## src/rtl/core_ifu.sv

```systemverilog
// Fetch stage: owns the PC, issues in-order imem requests under a credit limit, buffers
// responses and hands {pc, instr} to decode. Define CORE_IFU_BYPASS_EN for same-cycle response bypass.
`ifndef CPU_PC_SIZE
`define CPU_PC_SIZE 32
`endif
`ifndef CPU_INSTR_SIZE
`define CPU_INSTR_SIZE 32
`endif

module core_ifu #(
    parameter logic [`CPU_PC_SIZE-1:0] RESET_PC   = '0,
    parameter int                      FIFO_DEPTH = 2
) (
    input  logic                       clk,
    input  logic                       rst,
    output logic                       imem_req_valid_o,
    input  logic                       imem_req_ready_i,
    output logic [`CPU_PC_SIZE-1:0]    imem_req_addr_o,
    input  logic                       imem_rsp_valid_i,
    input  logic [`CPU_INSTR_SIZE-1:0] imem_rsp_data_i,
    input  logic                       redirect_i,
    input  logic [`CPU_PC_SIZE-1:0]    redirect_pc_i,
    output logic                       ifu_valid_o,
    input  logic                       idu_ready_i,
    output logic [`CPU_PC_SIZE-1:0]    pc_o,
    output logic [`CPU_INSTR_SIZE-1:0] instr_o
);
    localparam int PCW = `CPU_PC_SIZE;
    localparam int IW  = `CPU_INSTR_SIZE;
    localparam int PW  = $clog2(FIFO_DEPTH);
    localparam int CW  = PW + 1;

    typedef enum logic {
        ST_FETCH = 1'b0,
        ST_FLUSH = 1'b1
    } state_e;

    state_e          state_q, state_d;
    logic [PCW-1:0]  fetch_pc_q, fetch_pc_d;
    logic [CW-1:0]   inflight_q, inflight_d;

    // PC FIFO: address of every accepted request, popped as its response returns.
    logic [PCW-1:0]  pcq_mem [FIFO_DEPTH];
    logic [PW-1:0]   pcq_wr_q, pcq_wr_d, pcq_rd_q, pcq_rd_d;

    logic [PCW-1:0]  ib_pc_mem    [FIFO_DEPTH];
    logic [IW-1:0]   ib_instr_mem [FIFO_DEPTH];
    logic [PW-1:0]   ib_wr_q, ib_wr_d, ib_rd_q, ib_rd_d;
    logic [CW-1:0]   ib_cnt_q, ib_cnt_d;

    logic [CW:0]     occupancy;
    logic            credit_ok;
    logic            req_fire;
    logic            rsp_live;
    logic            ib_nonempty;
    logic            byp_active;
    logic            ib_push;
    logic            ib_pop;
    logic [PCW-1:0]  pcq_head;

    assign occupancy        = {1'b0, inflight_q} + {1'b0, ib_cnt_q};
    assign credit_ok        = occupancy < (CW+1)'(FIFO_DEPTH);
    assign imem_req_valid_o = !rst && (state_q == ST_FETCH) && !redirect_i && credit_ok;
    assign imem_req_addr_o  = fetch_pc_q;
    assign req_fire         = imem_req_valid_o && imem_req_ready_i;
    assign rsp_live         = imem_rsp_valid_i && (state_q == ST_FETCH) && !redirect_i;
    assign ib_nonempty      = (ib_cnt_q != '0);
    assign pcq_head         = pcq_mem[pcq_rd_q];

`ifdef CORE_IFU_BYPASS_EN
    assign byp_active = rsp_live && !ib_nonempty;
`else
    assign byp_active = 1'b0;
`endif

    assign ifu_valid_o = !redirect_i && (ib_nonempty || byp_active);
    assign ib_pop      = ib_nonempty && idu_ready_i && !redirect_i;
    // A bypassed response that decode takes immediately never occupies the buffer.
    assign ib_push     = rsp_live && !(byp_active && idu_ready_i);

    always_comb begin
        pc_o    = '0;
        instr_o = '0;
        if (ifu_valid_o) begin
            if (ib_nonempty) begin
                pc_o    = ib_pc_mem[ib_rd_q];
                instr_o = ib_instr_mem[ib_rd_q];
            end else begin
                pc_o    = pcq_head;
                instr_o = imem_rsp_data_i;
            end
        end
    end

    always_comb begin
        state_d    = state_q;
        fetch_pc_d = fetch_pc_q;
        inflight_d = inflight_q + CW'(req_fire) - CW'(imem_rsp_valid_i);
        pcq_wr_d   = pcq_wr_q;
        pcq_rd_d   = pcq_rd_q;
        ib_wr_d    = ib_wr_q;
        ib_rd_d    = ib_rd_q;
        ib_cnt_d   = ib_cnt_q + CW'(ib_push) - CW'(ib_pop);

        if (req_fire) begin
            fetch_pc_d = fetch_pc_q + PCW'(4);
            pcq_wr_d   = pcq_wr_q + PW'(1);
        end
        if (rsp_live) pcq_rd_d = pcq_rd_q + PW'(1);
        if (ib_push)  ib_wr_d  = ib_wr_q + PW'(1);
        if (ib_pop)   ib_rd_d  = ib_rd_q + PW'(1);

        if (redirect_i) begin
            fetch_pc_d = redirect_pc_i;
            pcq_wr_d   = '0;
            pcq_rd_d   = '0;
            ib_wr_d    = '0;
            ib_rd_d    = '0;
            ib_cnt_d   = '0;
        end

        case (state_q)
            ST_FETCH: if (redirect_i && inflight_d != '0) state_d = ST_FLUSH;
            ST_FLUSH: if (inflight_d == '0) state_d = ST_FETCH;
            default:  state_d = ST_FETCH;
        endcase
    end

    always_ff @(posedge clk or posedge rst) begin
        if (rst) begin
            state_q    <= ST_FETCH;
            fetch_pc_q <= RESET_PC;
            inflight_q <= '0;
            pcq_wr_q   <= '0;
            pcq_rd_q   <= '0;
            ib_wr_q    <= '0;
            ib_rd_q    <= '0;
            ib_cnt_q   <= '0;
        end else begin
            state_q    <= state_d;
            fetch_pc_q <= fetch_pc_d;
            inflight_q <= inflight_d;
            pcq_wr_q   <= pcq_wr_d;
            pcq_rd_q   <= pcq_rd_d;
            ib_wr_q    <= ib_wr_d;
            ib_rd_q    <= ib_rd_d;
            ib_cnt_q   <= ib_cnt_d;
        end
    end

    // Storage arrays carry no reset; occupancy pointers alone define their contents.
    always_ff @(posedge clk) begin
        if (req_fire) pcq_mem[pcq_wr_q] <= imem_req_addr_o;
        if (ib_push) begin
            ib_pc_mem[ib_wr_q]    <= pcq_head;
            ib_instr_mem[ib_wr_q] <= imem_rsp_data_i;
        end
    end

`ifndef SYNTHESIS
    always @(posedge clk) begin
        if (!rst) assert (!(imem_rsp_valid_i && inflight_q == '0));
    end
`endif

endmodule
```

## config.mk

```make
export PLATFORM = sky130hd
export DESIGN_NAME = core_ifu
export DESIGN_NICKNAME = d
export VERILOG_FILES = /design/src/rtl/core_ifu.sv
export SDC_FILE = /design/constraint.sdc
export NUM_CORES = 1
export LEC_CHECK = 0
export ABC_AREA = 0
export BUFFER_PORTS_ARGS = -buffer_cell sky130_fd_sc_hd__buf_4
export CORE_ASPECT_RATIO = 2
export CORE_MARGIN = 3
export CORE_UTILIZATION = 45
export DETAILED_ROUTE_END_ITERATION = 10
export PLACE_DENSITY = 0.66
export SLEW_MARGIN = 30
export SYNTH_ARGS = -nofsm -noshare
export SYNTH_HDL_FRONTEND = slang
export SYNTH_SLANG_ARGS = --single-unit
```

## constraint.sdc

```tcl
create_clock -name clk -period 5.15 [get_ports clk]
set_input_delay 0.2575 -clock clk [delete_from_list [all_inputs] [get_ports clk]]
set_output_delay 0.2575 -clock clk [all_outputs]
set_load 0.05 [all_outputs]
```

Yosys cells after proc, flatten, opt, wreduce, memory -nomap -nowiden
Memories as Yosys holds them, arrays and structs flattened.
Index checks and enable logic that the tools add are counted.
{ "word_totals": {"memories": 3, "in_bits": 70, "out_inout_bits": 98, "wordCells": 63, "mem_bits_rw": 192, "reg_bits": 41} }
{ "mem_list": {"columns": ["memory", "depth", "word_bits", "rd", "rd_clocked_by_memory_dff", "write_ports", "line", "rtl"], "rows": [
  ["ib_instr_mem", 2, 32, 1, 0, 1, "47", "logic [IW-1:0] ib_instr_mem [FIFO_DEPTH];"],
  ["ib_pc_mem", 2, 32, 1, 0, 1, "46", "logic [PCW-1:0] ib_pc_mem [FIFO_DEPTH];"],
  ["pcq_mem", 2, 32, 1, 0, 1, "43", "logic [PCW-1:0] pcq_mem [FIFO_DEPTH];"]
]} }
{ "op_classes": {"order_cmp": 1, "muxes": 22, "add_sub_neg": 10, "bitwise": 1, "reduce_logical": 18} }
{ "ops": {"columns": ["operator", "n"], "rows": [
  ["32-bit 2-to-1 mux", 6],
  ["32-bit by 3-bit adder with 32-bit output, second input constant", 1],
  ["1-bit 2-to-1 mux", 14],
  ["1-bit logical AND", 10],
  ["2-bit nonzero test", 5],
  ["1-bit adder, second input constant", 4],
  ["2-bit by 1-bit adder with 2-bit output", 2],
  ["2-bit by 1-bit subtractor with 2-bit output", 2],
  ["2-bit by 2-bit adder with 3-bit output", 1],
  ["3-bit by 2-bit less-than comparator with 1-bit output, second input constant", 1],
  ["1-bit zero test", 2],
  ["2-bit zero test", 1],
  ["2-bit 2-to-1 mux", 1],
  ["1-bit one-hot mux with 2 select lines", 1],
  ["1-bit inverter", 1]
]} }

Longest topological paths before layout
Gate-level depths: netlist of run 1.
{ "logic_depth": {"ltp_word": 11, "ltp_mapped": 14, "mapped_depth_nobuf": 12} }

Least setup slack after synthesis of run 1
Ideal clock, no wire load.
{ "synth_timing": {"kind": "input-to-reg", "from": "input port redirect_i", "to": "memory ib_instr_mem[0][0] (netlist bit), enable pin", "path_buffers": 1, "stages": 4, "t_arrival_ns": 3.451, "setup_ns": 0.486, "required_ns": 4.664, "slack_ns": 1.212, "path_cell_list": "clkbuf_1 -> nor2_1 -> nand2_1 -> nor2_1"} }
{ "synth_via": {"elab_chain_len": 4} }
{ "synth_lines": {"columns": ["element", "line", "rtl"], "rows": [
  ["start, declared", "21", "input logic redirect_i,"],
  ["1-bit zero test", "66", "assign rsp_live = imem_rsp_valid_i && (state_q == ST_FETCH) && !redirect_i;"],
  ["1-bit logical AND", "66", null],
  ["1-bit 2-to-1 mux", "154", "if (ib_push) begin"],
  ["1-bit 2-to-1 mux (implied by the code)", "156", "ib_instr_mem[ib_wr_q] <= imem_rsp_data_i;"],
  ["end, declared", "47", null]
]} }
No other way between the ends.

Worst setup path in the final report of run 1
{ "layout_timing": {"from": "register ib_cnt_q[0]", "to": "register state_q"} }
{ "layout_via": {"elab_chain_len": 10, "elab_cells_between_ends": 12, "cone_classes": "add/sub (3); order compare (1); mux (3); reduce/logical (5)"} }
{ "layout_lines": {"columns": ["element", "line", "rtl"], "rows": [
  ["start, declared", "49", "logic [CW-1:0] ib_cnt_q, ib_cnt_d;"],
  ["start signal, assigned", "147", "ib_cnt_q <= ib_cnt_d;"],
  ["2-bit by 2-bit adder with 3-bit output (*)", "61", "assign occupancy = {1'b0, inflight_q} + {1'b0, ib_cnt_q};"],
  ["3-bit by 2-bit less-than comparator with 1-bit output (*)", "62", "assign credit_ok = occupancy < (CW+1)'(FIFO_DEPTH);"],
  ["1-bit logical AND (*)", "63", "assign imem_req_valid_o = !rst && (state_q == ST_FETCH) && !redirect_i && credit_ok;"],
  ["1-bit logical AND (*)", "65", "assign req_fire = imem_req_valid_o && imem_req_ready_i;"],
  ["2-bit by 1-bit adder with 2-bit output (*)", "98", "inflight_d = inflight_q + CW'(req_fire) - CW'(imem_rsp_valid_i);"],
  ["2-bit by 1-bit subtractor with 2-bit output (*)", "98", null],
  ["via inflight_d[1]", "40", "logic [CW-1:0] inflight_q, inflight_d;"],
  ["2-bit nonzero test", "123", "ST_FETCH: if (redirect_i && inflight_d != '0) state_d = ST_FLUSH;"],
  ["1-bit logical AND", "123", null],
  ["1-bit 2-to-1 mux", "123", null],
  ["1-bit one-hot mux with 2 select lines (*)", "122", "case (state_q)"],
  ["via state_d", "38", "state_e state_q, state_d;"],
  ["end signal, assigned", "140", "state_q <= state_d;"],
  ["end, declared", "38", null]
]} }
The timed path passes the listed nets; every way through them passes the cells marked *.
A chain may end at the register's enable or synchronous reset.

==> results of run 1 <==
-- tightest hold or removal path: cells and delay by family --
kind                   cells  cell delay [ns]
buffers and inverters      1             0.08
AOI/OAI and AO/OA          1             0.07
and+or+nand+nor            1             0.04
-- kinds of logic after synthesis --
family                     after synthesis  synth area share [%]
AOI/OAI and AO/OA                       63                  4.60
adders and majority gates                6                 0.866
DFF                                    233                  71.2
and+or+nand+nor                        187                  9.84
xor gates and xnor gates                10                 0.918
buffers and inverters                   38                  1.52
muxes                                  101                  11.0
-- cells in the final DEF (no fill, tap or decap), types with 5 or more instances in the layout --
| cell type | synthesis | layout |
|---|---|---|
| sky130_fd_sc_hd__xnor2_1 | 6 | 6 |
| sky130_fd_sc_hd__o211ai_1 | 10 | 10 |
| sky130_fd_sc_hd__clkbuf_16 | 0 | 21 |
| sky130_fd_sc_hd__dlygate4sd3_1 | 0 | 48 |
| sky130_fd_sc_hd__o21ai_0 | 15 | 14 |
| sky130_fd_sc_hd__buf_4 | 0 | 173 |
| sky130_fd_sc_hd__inv_1 | 7 | 7 |
| sky130_fd_sc_hd__a21oi_1 | 7 | 6 |
| sky130_fd_sc_hd__nor2_1 | 83 | 81 |
| sky130_fd_sc_hd__edfxtp_1 | 192 | 192 |
| sky130_fd_sc_hd__ha_1 | 5 | 5 |
| sky130_fd_sc_hd__nand4_1 | 11 | 11 |
| sky130_fd_sc_hd__nand2_1 | 39 | 39 |
| sky130_fd_sc_hd__and2_1 | 6 | 6 |
| sky130_fd_sc_hd__nor3_1 | 5 | 5 |
| sky130_fd_sc_hd__mux2i_1 | 67 | 67 |
| sky130_fd_sc_hd__dfrtp_1 | 41 | 40 |
| sky130_fd_sc_hd__mux2_2 | 34 | 34 |
| sky130_fd_sc_hd__nand3_1 | 11 | 11 |
| sky130_fd_sc_hd__o311ai_0 | 11 | 11 |
-- final cells by class --
| class | instances | area (µm²) | area share, % |
|---|---|---|---|
| Clock buffer | 26 | 554 | 4.51 |
| Clock inverter | 10 | 113 | 0.916 |
| Inverter | 8 | 30.0 | 0.244 |
| Multi-Input combinational cell | 367 | 2640 | 21.4 |
| Sequential cell | 233 | 6800 | 55.3 |
| Tap cell | 266 | 333 | 2.71 |
| Timing Repair Buffer | 223 | 1830 | 14.9 |
-- flip-flops by register name (all words and copies together) (netlist names) --
signal           flops
ib_cnt_q             2
imem_req_addr_o     32
pcq_wr_q             1
ib_instr_mem        64
pcq_mem             64
state_q              1
inflight_q           2
pcq_rd_q             1
ib_rd_q              1
ib_wr_q              1
ib_pc_mem           64
-- synthesized netlist by cell type, types with 7 or more instances --
cell	n	area share, %
sky130_fd_sc_hd__edfxtp_1	192	60
sky130_fd_sc_hd__nor2_1	83	3.3
sky130_fd_sc_hd__mux2i_1	67	7.0
sky130_fd_sc_hd__dfrtp_1	41	11
sky130_fd_sc_hd__nand2_1	39	1.5
sky130_fd_sc_hd__mux2_2	34	4.0
sky130_fd_sc_hd__clkbuf_1	18	0.71
sky130_fd_sc_hd__o21ai_0	15	0.79
sky130_fd_sc_hd__nand3_1	11	0.58
sky130_fd_sc_hd__nand4_1	11	0.72
sky130_fd_sc_hd__o311ai_0	11	1.0
sky130_fd_sc_hd__buf_1	10	0.39
sky130_fd_sc_hd__o211ai_1	10	0.79
sky130_fd_sc_hd__a21oi_1	7	0.37
sky130_fd_sc_hd__inv_1	7	0.28
-- worst min-delay path by stage --
stage                     slack, ns                  end  cells after the start
after detailed placement       0.45  ib_instr_mem[0][22]                      1
after floorplan                0.36   ib_instr_mem[0][0]                      0
after CTS                   0.00005   imem_req_addr_o[3]                      3
after global routing           0.01   imem_req_addr_o[4]                      2
after global placement         0.44  ib_instr_mem[0][21]                      1
final                         0.004   imem_req_addr_o[3]                      3
-- metal layers --
layer / routed length, µm / vias to the layer above / share of wire (%) / track usage (%)
met5: 0 / - / 0 / 0
met4: 499 / 0 / 2.4 / 5.93
met3: 894 / 43 / 4.3 / 2.53
met2: 12000 / 190 / 57 / 35.3
met1: 7570 / 2979 / 36 / 20.1
li1: - / 2850 / - / -
-- through the flow --
stage | std cells | utilization, % | total power, µW
2_1_floorplan | 638 | - | 3170
5_1_grt | 1133 | 59.6 | 5260
3_3_place_gp | 1047 | 53.7 | 3500
4_1_cts | 1132 | 59.4 | 5090
6_report | 1133 | 59.6 | 5030
3_5_place_dp | 1048 | 53.8 | 3550
-- where the power goes --
part	internal (µW)	switching, µW
logic	419	726
clock network	869	639
registers	2230	152
==> results.rst, run 1 <==
.. list-table::
   :header-rows: 1

   * - Metric
     - Value
   * - Final setup slack of the worst path
     - 1.50 ns
   * - Worst setup skew after layout
     - 0.0126 ns
   * - Wire length per cell after detailed routing
     - 18.5 µm
   * - Proportion of layout cells with a drive suffix above 1
     - 29.6%
   * - Syn nets
     - 714
   * - Antenna diode count
     - 0
   * - Number of remaining DRC errors
     - 0
   * - Routed wire length
     - 20900 µm
   * - Total routing resource utilization after global routing
     - 18.3%
   * - Number of register bits inferred by synthesis
     - 233
   * - Top achievable clock speed
     - 274 MHz
   * - Max-cap violations
     - 0
   * - Worst slew margin
     - 39.5%
   * - CTS-repair resized insts
     - 0
   * - Synthesized area per cell
     - 14.9 µm²
   * - Instance area at placement
     - 11100 µm²
   * - Largest net degree at the start of global routing
     - 66
   * - Residual antenna-violating net count after detailed routing
     - 0
   * - Number of hold buffers added after CTS
     - 48
   * - Via/cell ratio
     - 5.35
   * - Final hold violation count
     - 0
   * - Die area
     - 23100 µm²
   * - TNS Setup
     - 0 ns
   * - First-pass DRT Iterations
     - 4
   * - Maximum ir drop on the vdd rail
     - 0.406 mV
   * - Startpoint of the worst hold path
     - redirect_pc_i[3]
   * - Final setup violation count
     - 0
   * - Routability congestion estimate from global placement
     - 0.813
   * - Total core area
     - 20600 µm²
   * - Cell at the slowest stage of the critical path
     - sky130_fd_sc_hd__or4b_1
   * - Launch point of the critical path
     - ib_cnt_q[0]
   * - Iteration-0 DRC Markers
     - 276
   * - Sort of element at the start of the critical path
     - flip-flop
   * - Sinks on the clock net
     - 233
   * - Power density of the placed cells
     - 409 nW/µm²
   * - Min-Delay Path Class
     - in -> reg
   * - Crit end category
     - flip-flop
   * - Number of antenna violations at the first check in global routing
     - 0
   * - Data required time at the worst endpoint
     - 5.56 ns
   * - Cell leakage power
     - 0.00457 µW
   * - Number of rows in the core area
     - 74
   * - Level count of the clock H-tree
     - 1
   * - Start of the worst register-to-register path
     - ib_cnt_q[0]
   * - Final standard cell area without fillers
     - 12300 µm²
   * - Vias
     - 6062
   * - RSZ-0062 raised after global routing
     - no
   * - Outcome
     - finished clean
   * - Nets
     - 929
   * - Minimum hold slack
     - 0.00351 ns
   * - Post-synthesis instance total
     - 638
   * - Cell chain of the critical path
     - and2_1 > fa_1 > or4b_1 > nor2_4 > inv_2 > ha_1 > inv_1 > ha_1 > xnor2_1 > xnor2_1 > nor2_1 > nor2_1
   * - Cell depth of the worst flop-to-flop path
     - 12
   * - Netlist cell types
     - 50
   * - Cell family with the largest share of critical-path delay
     - simple AND/OR/NAND/NOR gates
   * - Syn-to-layout area delta
     - 28.9%
   * - Clock slew seen by the registers of the worst setup and hold paths
     - 0.07 ns
   * - Fillcell total
     - 1615
   * - Synth Flop Type
     - sky130_fd_sc_hd__edfxtp_1
   * - Crit path capture
     - state_q
   * - Root buffer cell
     - sky130_fd_sc_hd__clkbuf_16
   * - Capture point of the worst reg-to-reg path
     - state_q
   * - Chip height
     - 212 µm
   * - Critical path data arrival time
     - 4.06 ns
   * - Netlist area before placement
     - 9540 µm²
   * - Gr ovfl total
     - 0
   * - Final-report max-slew violation count
     - 0
   * - Register-to-register setup slack
     - 1.50 ns
   * - Critical path class
     - reg -> reg
   * - Number of global-route vias before repair
     - 6457
   * - Critical Path Max Stage Delay
     - 0.69 ns
   * - Clock tree from TritonCTS
     - done
   * - Post-layout min period
     - 3.65 ns
   * - Starting density of the core
     - 46.2%
   * - Buf/Inv on CP
     - 2
   * - Actual transition at the worst max-transition pin
     - 0.908 ns
   * - HPWL Detailed
     - 14000 µm
   * - Maximum fanout encountered on the critical timing path
     - 23
   * - Path length in cells of the critical path
     - 12
   * - Share of async-settable or async-resettable flops after synthesis
     - 17.6%
   * - Number of warnings reported in the yosys synthesis log
     - 0
   * - Horizontal die dimension
     - 109 µm
   * - Number of buffers inserted by port buffering
     - 167
   * - Number of buffers created by CTS
     - 20
   * - Buffer count from post-CTS setup fixing
     - 0
   * - Tcrit/Tclk final
     - 70.9%
   * - Setup slack at placement
     - 1.42 ns
   * - Global-route wire length before repair
     - 33200 µm
   * - Maximum count of clock buffers along a single path
     - 3
   * - # IOs
     - 168
   * - Sequential cell area fraction in the yosys report
     - 71.2%
   * - Insertion delay to the later sink of the worst-skew pair
     - 0.48 ns
   * - EDFF count, synth
     - 192
Power figures use the tool's default switching activity.
==> inputs of run 2 (changes only) <==
Clock period 5.15 ns to 3.7 ns, I/O delays scaled along.
==> run 2 against run 1 <==
Count of clock-buffer cells in the layout up 1. Register-to-register slack worse by 0.93 ns. Critical path depth unchanged. Non-clock buffer count up 17. Sequential power up 39%. Core utilization up 0.36 points. Die area unchanged. Worst setup slack worse by 0.93 ns. Cell area up 0.60%. Global-route usage up 0.19 points. Hold slack better by 0.013 ns.
==> results.rst, run 2 (synthesis results as in run 1) <==
.. list-table::
   :header-rows: 1

   * - Metric
     - Value
   * - HPWL Detailed
     - 13900 µm
   * - Buf/Inv on CP
     - 2
   * - Via/cell ratio
     - 5.36
   * - Worst setup skew after layout
     - 0.0114 ns
   * - Routed wire length
     - 21400 µm
   * - Register-to-register setup slack
     - 0.57 ns
   * - Switch share
     - 30.6%
   * - Vias
     - 6159
   * - Cell family with the largest share of critical-path delay
     - simple AND/OR/NAND/NOR gates
   * - Share of total power in sequential cells
     - 48.4%
   * - Critical path class
     - reg -> reg
   * - # IOs
     - 168
   * - Root buffer cell
     - sky130_fd_sc_hd__clkbuf_16
   * - Top achievable clock speed
     - 319 MHz
   * - Clock tree from TritonCTS
     - done
   * - Most common cell after layout, fill and taps aside
     - sky130_fd_sc_hd__edfxtp_1
   * - Regs by FF count
     - ib_instr_mem (64), ib_pc_mem (64), pcq_mem (64)
   * - Gr ovfl total
     - 0
   * - Worst slew margin
     - 33.3%
   * - Critical path data arrival time
     - 3.54 ns
   * - Maximum count of clock buffers along a single path
     - 3
   * - Number of rows in the core area
     - 74
   * - Maximum fanout encountered on the critical timing path
     - 7
   * - Number of cells traversed by the worst hold path
     - 3
   * - Outcome
     - finished clean
   * - Number of global-route vias before repair
     - 6602
   * - Nets
     - 946
   * - Crit end category
     - flip-flop
   * - Sort of element at the start of the critical path
     - flip-flop
   * - First-pass DRT Iterations
     - 4
   * - Cell leakage power
     - 0.00461 µW
   * - Cell depth of the worst flop-to-flop path
     - 12
   * - Level count of the clock H-tree
     - 1
   * - Largest net degree at the start of global routing
     - 65
   * - Global-route wire length before repair
     - 33600 µm
   * - Max-cap violations
     - 0
   * - Cell at the slowest stage of the critical path
     - sky130_fd_sc_hd__or4b_1
   * - Residual antenna-violating net count after detailed routing
     - 0
   * - Start of the worst register-to-register path
     - ib_cnt_q[0]
   * - Critical Path Max Stage Delay
     - 0.70 ns
   * - Maximum ir drop on the vdd rail
     - 0.409 mV
   * - Sinks on the clock net
     - 233
   * - Post-layout min period
     - 3.13 ns
   * - Post-Route Utilization
     - 59.9%
   * - Starting density of the core
     - 46.2%
   * - Antenna diode count
     - 0
   * - Final setup violation count
     - 0
   * - Top library cells by usage in the layout, fill and taps aside
     - 192 x sky130_fd_sc_hd__edfxtp_1, 178 x sky130_fd_sc_hd__buf_4, 81 x sky130_fd_sc_hd__nor2_1, 67 x sky130_fd_sc_hd__mux2i_1, 60 x sky130_fd_sc_hd__dlygate4sd3_1
   * - Data required time at the worst endpoint
     - 4.10 ns
   * - Pint
     - 4760 µW
   * - Total routing resource utilization after global routing
     - 18.5%
   * - Path length in cells of the critical path
     - 12
   * - Net switching power
     - 2100 µW
   * - Horizontal die dimension
     - 109 µm
   * - TNS Setup
     - 0 ns
   * - Wire length per cell after detailed routing
     - 18.6 µm
   * - Iteration-0 DRC Markers
     - 320
   * - CTS-repair resized insts
     - 0
   * - Min-Delay Path Class
     - in -> reg
   * - Number of antenna violations at the first check in global routing
     - 0
   * - Final-report max-slew violation count
     - 0
   * - Final hold violation count
     - 0
   * - Capture point of the worst reg-to-reg path
     - state_q
   * - RSZ-0062 raised after global routing
     - no
   * - Number of buffers inserted by port buffering
     - 167
   * - Die area
     - 23100 µm²
   * - Number of buffers created by CTS
     - 20
   * - Comb power frac
     - 23.5%
   * - Proportion of layout cells with a drive suffix above 1
     - 29.0%
   * - Syn-to-layout area delta
     - 29.7%
   * - Startpoint of the worst hold path
     - redirect_pc_i[9]
   * - Power density of the placed cells
     - 555 nW/µm²
   * - Tcrit/Tclk final
     - 84.6%
   * - Worst Hold Path EP
     - imem_req_addr_o[9]
   * - Chip height
     - 212 µm
   * - Number of remaining DRC errors
     - 0
   * - Insertion delay to the later sink of the worst-skew pair
     - 0.48 ns
   * - Total core area
     - 20600 µm²
   * - Fillcell total
     - 1591
   * - Share of power burned in the clock network
     - 28.1%
   * - Clock slew seen by the registers of the worst setup and hold paths
     - 0.07 ns
   * - Cell chain of the critical path
     - and2_1 > fa_1 > or4b_1 > nor2_4 > inv_2 > ha_1 > inv_1 > ha_1 > xnor2_1 > xnor2_1 > nor2_1 > nor2_1
   * - Actual transition at the worst max-transition pin
     - 1.00 ns
   * - Routability congestion estimate from global placement
     - 0.823
==> run 2: worst max-delay path by stage <==
stage / from / endpoint
final: ib_cnt_q[0] / state_q
after global routing: ib_cnt_q[0] / state_q
after CTS: ib_cnt_q[0] / pcq_mem[0][12]
after floorplan: ib_cnt_q[0] / pcq_mem[0][0]
after global placement: ib_cnt_q[0] / pcq_mem[0][1]
after detailed placement: ib_cnt_q[0] / pcq_mem[0][26]
==> run 2: repair_timing <==
item / in CTS / in global routing
hold endpoints to repair: 132 / 0
hold buffers: 60 / 0
buffers inserted: 0 / 0
==> run 2: worst min-delay path, stage by stage <==
cell                       delay, ns
sky130_fd_sc_hd__buf_4          0.09
sky130_fd_sc_hd__nand2_1        0.05
sky130_fd_sc_hd__o311ai_0       0.12
==> run 2: layout make-up <==
cell class                 instances  area [µm²]  share of cell area [%]
clock buffer                      27         558                    4.51
inverter                           8        30.0                   0.243
tap                              266         333                    2.69
timing repair buffer             240        1980                    16.0
clock inverter                     9        41.3                   0.334
multi-input combinational        367        2630                    21.2
sequential                       233        6800                    54.9
==> run 2: metrics by stage <==
stage | total power [µW] | std cells | setup slack (ns) | area, µm² | hold WS, ns
6_report | 6860 | 1150 | 0.568 | 12400 | 0.0161
5_1_grt | 7150 | 1150 | 0.416 | 12400 | 0.0330
4_1_cts | 6910 | 1148 | 0.614 | 12300 | 0.00793
3_5_place_dp | 4930 | 1052 | 0.626 | 11100 | 0.373
3_3_place_gp | 4870 | 1052 | 0.739 | 11100 | 0.372
2_1_floorplan | 4410 | 638 | 0.434 | 9540 | 0.284
==> run 2: power groups by stage <==
stage	registers [µW]	logic (µW)	clock network, µW
2_1_floorplan	3410	996	0
3_3_place_gp	3360	1520	0
3_5_place_dp	3380	1550	0
4_1_cts	3320	1610	1980
5_1_grt	3350	1720	2080
6_report	3320	1610	1930
==> run 2: layer usage <==
metal	wire, µm	global-route usage, %
met4	590	6.76
met2	12000	35.0
met1	7680	20.8
met5	0	0
met3	1130	2.23
==> inputs of run 3 (changes only) <==
Clock period 3.7 ns to 3.2 ns, I/O delays scaled along.
==> run 3 against run 2 <==
Critical path depth stayed put. Largest cell class unchanged. Clock skew grew 0.00070 ns. Via count rose by 0.15%. Flip-flop and latch count unchanged. Largest power group unchanged.
==> results.rst, run 3 (synthesis results as in run 1) <==
.. list-table::
   :header-rows: 1

   * - Metric
     - Value
   * - Number of buffers created by CTS
     - 21
   * - First-pass DRT Iterations
     - 4
   * - Instance area at placement
     - 11200 µm²
   * - Buffer count from post-CTS setup fixing
     - 0
   * - Uppermost layer routed
     - met4
   * - Buf/Inv on CP
     - 2
   * - Final setup violation count
     - 0
   * - Critical path class
     - reg -> reg
   * - Fillcell total
     - 1598
   * - Cell leakage power
     - 0.00468 µW
   * - Post-layout min period
     - 2.96 ns
   * - Number of rows in the core area
     - 74
   * - Number of remaining DRC errors
     - 0
   * - Total core area
     - 20600 µm²
   * - Wire length per cell after detailed routing
     - 18.2 µm
   * - Critical path data arrival time
     - 3.37 ns
   * - Crit end category
     - flip-flop
   * - Launch point of the critical path
     - ib_cnt_q[0]
   * - Final-report max-slew violation count
     - 0
   * - Top library cells by usage in the layout, fill and taps aside
     - 192 x sky130_fd_sc_hd__edfxtp_1, 179 x sky130_fd_sc_hd__buf_4, 81 x sky130_fd_sc_hd__nor2_1, 67 x sky130_fd_sc_hd__mux2i_1, 64 x sky130_fd_sc_hd__dlygate4sd3_1
   * - Via/cell ratio
     - 5.33
   * - Wire length on met1
     - 7610 µm
   * - Cell depth of the worst flop-to-flop path
     - 12
   * - Insertion delay to the later sink of the worst-skew pair
     - 0.50 ns
   * - Start of the worst register-to-register path
     - ib_cnt_q[0]
   * - Path length in cells of the critical path
     - 12
   * - Starting density of the core
     - 46.2%
   * - Regs by FF count
     - ib_instr_mem (64), ib_pc_mem (64), pcq_mem (64)
   * - Total routing resource utilization after global routing
     - 18.4%
   * - Power density of the placed cells
     - 646 nW/µm²
   * - Max-cap violations
     - 0
   * - Residual antenna-violating net count after detailed routing
     - 0
   * - Met3 wire len
     - 1050 µm
   * - Worst slew margin
     - 48.3%
   * - Level count of the clock H-tree
     - 1
   * - # IOs
     - 168
   * - Sort of element at the start of the critical path
     - flip-flop
   * - Min-Delay Path Class
     - in -> reg
   * - Chip height
     - 212 µm
   * - Maximum fanout encountered on the critical timing path
     - 4
   * - Most common cell after layout, fill and taps aside
     - sky130_fd_sc_hd__edfxtp_1
   * - TNS Setup
     - 0 ns
   * - Die area
     - 23100 µm²
   * - Number of buffers inserted by port buffering
     - 167
   * - Top achievable clock speed
     - 338 MHz
   * - Nets
     - 953
   * - CTS-repair resized insts
     - 0
   * - Capture point of the worst reg-to-reg path
     - state_q
   * - Gr ovfl total
     - 0
   * - Maximum ir drop on the vdd rail
     - 0.506 mV
   * - Maximum count of clock buffers along a single path
     - 3
   * - Actual transition at the worst max-transition pin
     - 0.775 ns
   * - Outcome
     - finished clean
   * - Final standard cell area without fillers
     - 12500 µm²
   * - Cell chain of the critical path
     - and2_1 > fa_1 > or4b_1 > nor2_4 > inv_2 > ha_1 > inv_1 > ha_1 > xnor2_1 > xnor2_1 > nor2_1 > nor2_1
   * - Antenna diode count
     - 0
   * - Proportion of layout cells with a drive suffix above 1
     - 29.9%
   * - Global-route wire length before repair
     - 33300 µm
   * - Post-Route Utilization
     - 60.5%
   * - HPWL Detailed
     - 14200 µm
   * - Clock tree from TritonCTS
     - done
   * - Sinks on the clock net
     - 233
   * - Root buffer cell
     - sky130_fd_sc_hd__clkbuf_16
   * - Data required time at the worst endpoint
     - 3.62 ns
   * - Horizontal die dimension
     - 109 µm
   * - Register-to-register setup slack
     - 0.24 ns
   * - Routability congestion estimate from global placement
     - 0.843
   * - Number of global-route vias before repair
     - 6563
   * - Cell at the slowest stage of the critical path
     - sky130_fd_sc_hd__or4b_1
   * - Number of antenna violations at the first check in global routing
     - 0
   * - Syn-to-layout area delta
     - 31.0%
   * - RSZ-0062 raised after global routing
     - no
   * - Final hold violation count
     - 0
   * - Number of hold buffers added after CTS
     - 64
   * - Iteration-0 DRC Markers
     - 270
   * - Largest net degree at the start of global routing
     - 65
   * - Met2 Wirelength
     - 12000 µm
   * - Vias
     - 6168
   * - Critical Path Max Stage Delay
     - 0.60 ns
   * - Crit path capture
     - state_q
   * - Tcrit/Tclk final
     - 92.4%
   * - Worst setup skew after layout
     - 0.0121 ns
   * - Cell family with the largest share of critical-path delay
     - simple AND/OR/NAND/NOR gates
   * - Clock slew seen by the registers of the worst setup and hold paths
     - 0.07 ns
   * - Routed wire length
     - 21100 µm
run 3: cell types whose count changed in the layout (fill, tap and decap cells not counted), moves of 2 or more:
cell | previous run | this run
sky130_fd_sc_hd__buf_12 | 1 | 3
sky130_fd_sc_hd__clkbuf_8 | 1 | 5
sky130_fd_sc_hd__clkinv_1 | 5 | 0
sky130_fd_sc_hd__clkinv_2 | 3 | 5
sky130_fd_sc_hd__dlygate4sd3_1 | 60 | 64
run 3: report_power, final:
part	internal, µW	total [µW]	switching, µW
Clock	1340	2370	1030
Combinational	695	1890	1190
Sequential	3590	3810	227
run 3: metrics by stage:
stage	hold slack, ns	std cells	worst slack [ns]	power [µW]
2_1_floorplan	0.259	638	0.176	5090
5_1_grt	0.00287	1158	0.131	8430
3_5_place_dp	0.349	1056	0.275	5720
6_report	0.0225	1158	0.243	8070
3_3_place_gp	0.346	1056	0.395	5660
4_1_cts	0.00191	1158	0.250	8170
run 3: how the worst min path moves through the flow:
stage / start / to / slack (ns) / cells after the start
2_1_floorplan: imem_rsp_data_i[0] / ib_instr_mem[0][0] / 0.26 / 0
3_3_place_gp: imem_rsp_data_i[12] / ib_instr_mem[0][12] / 0.35 / 1
3_5_place_dp: imem_rsp_data_i[16] / ib_instr_mem[1][16] / 0.35 / 1
4_1_cts: redirect_pc_i[29] / imem_req_addr_o[29] / 0.002 / 4
5_1_grt: redirect_pc_i[29] / imem_req_addr_o[29] / 0.003 / 4
6_report: redirect_pc_i[29] / imem_req_addr_o[29] / 0.02 / 4
run 3: routing by layer:
layer  track usage, %  up-vias
met5                0        -
met4             6.19        0
met3             2.84       35
met2             35.4      211
met1             19.8     3033
li1                 -     2889
run 3: worst min-delay path, cell delays in order:
cell and delay [ns]:
sky130_fd_sc_hd__buf_4 0.07, sky130_fd_sc_hd__and2_1 0.12, sky130_fd_sc_hd__a31oi_1 0.05, sky130_fd_sc_hd__nand3_1 0.08
run 3: final cells by class:
cell class / instances / area [µm²] / area share (%)
well taps: 266 / 333 / 2.66
inverters: 8 / 30.0 / 0.240
multi-input cells: 367 / 2630 / 21.1
clock buffers: 30 / 609 / 4.88
flip-flops and latches: 233 / 6800 / 54.4
repair buffers: 246 / 2040 / 16.4
clock inverters: 8 / 53.8 / 0.430
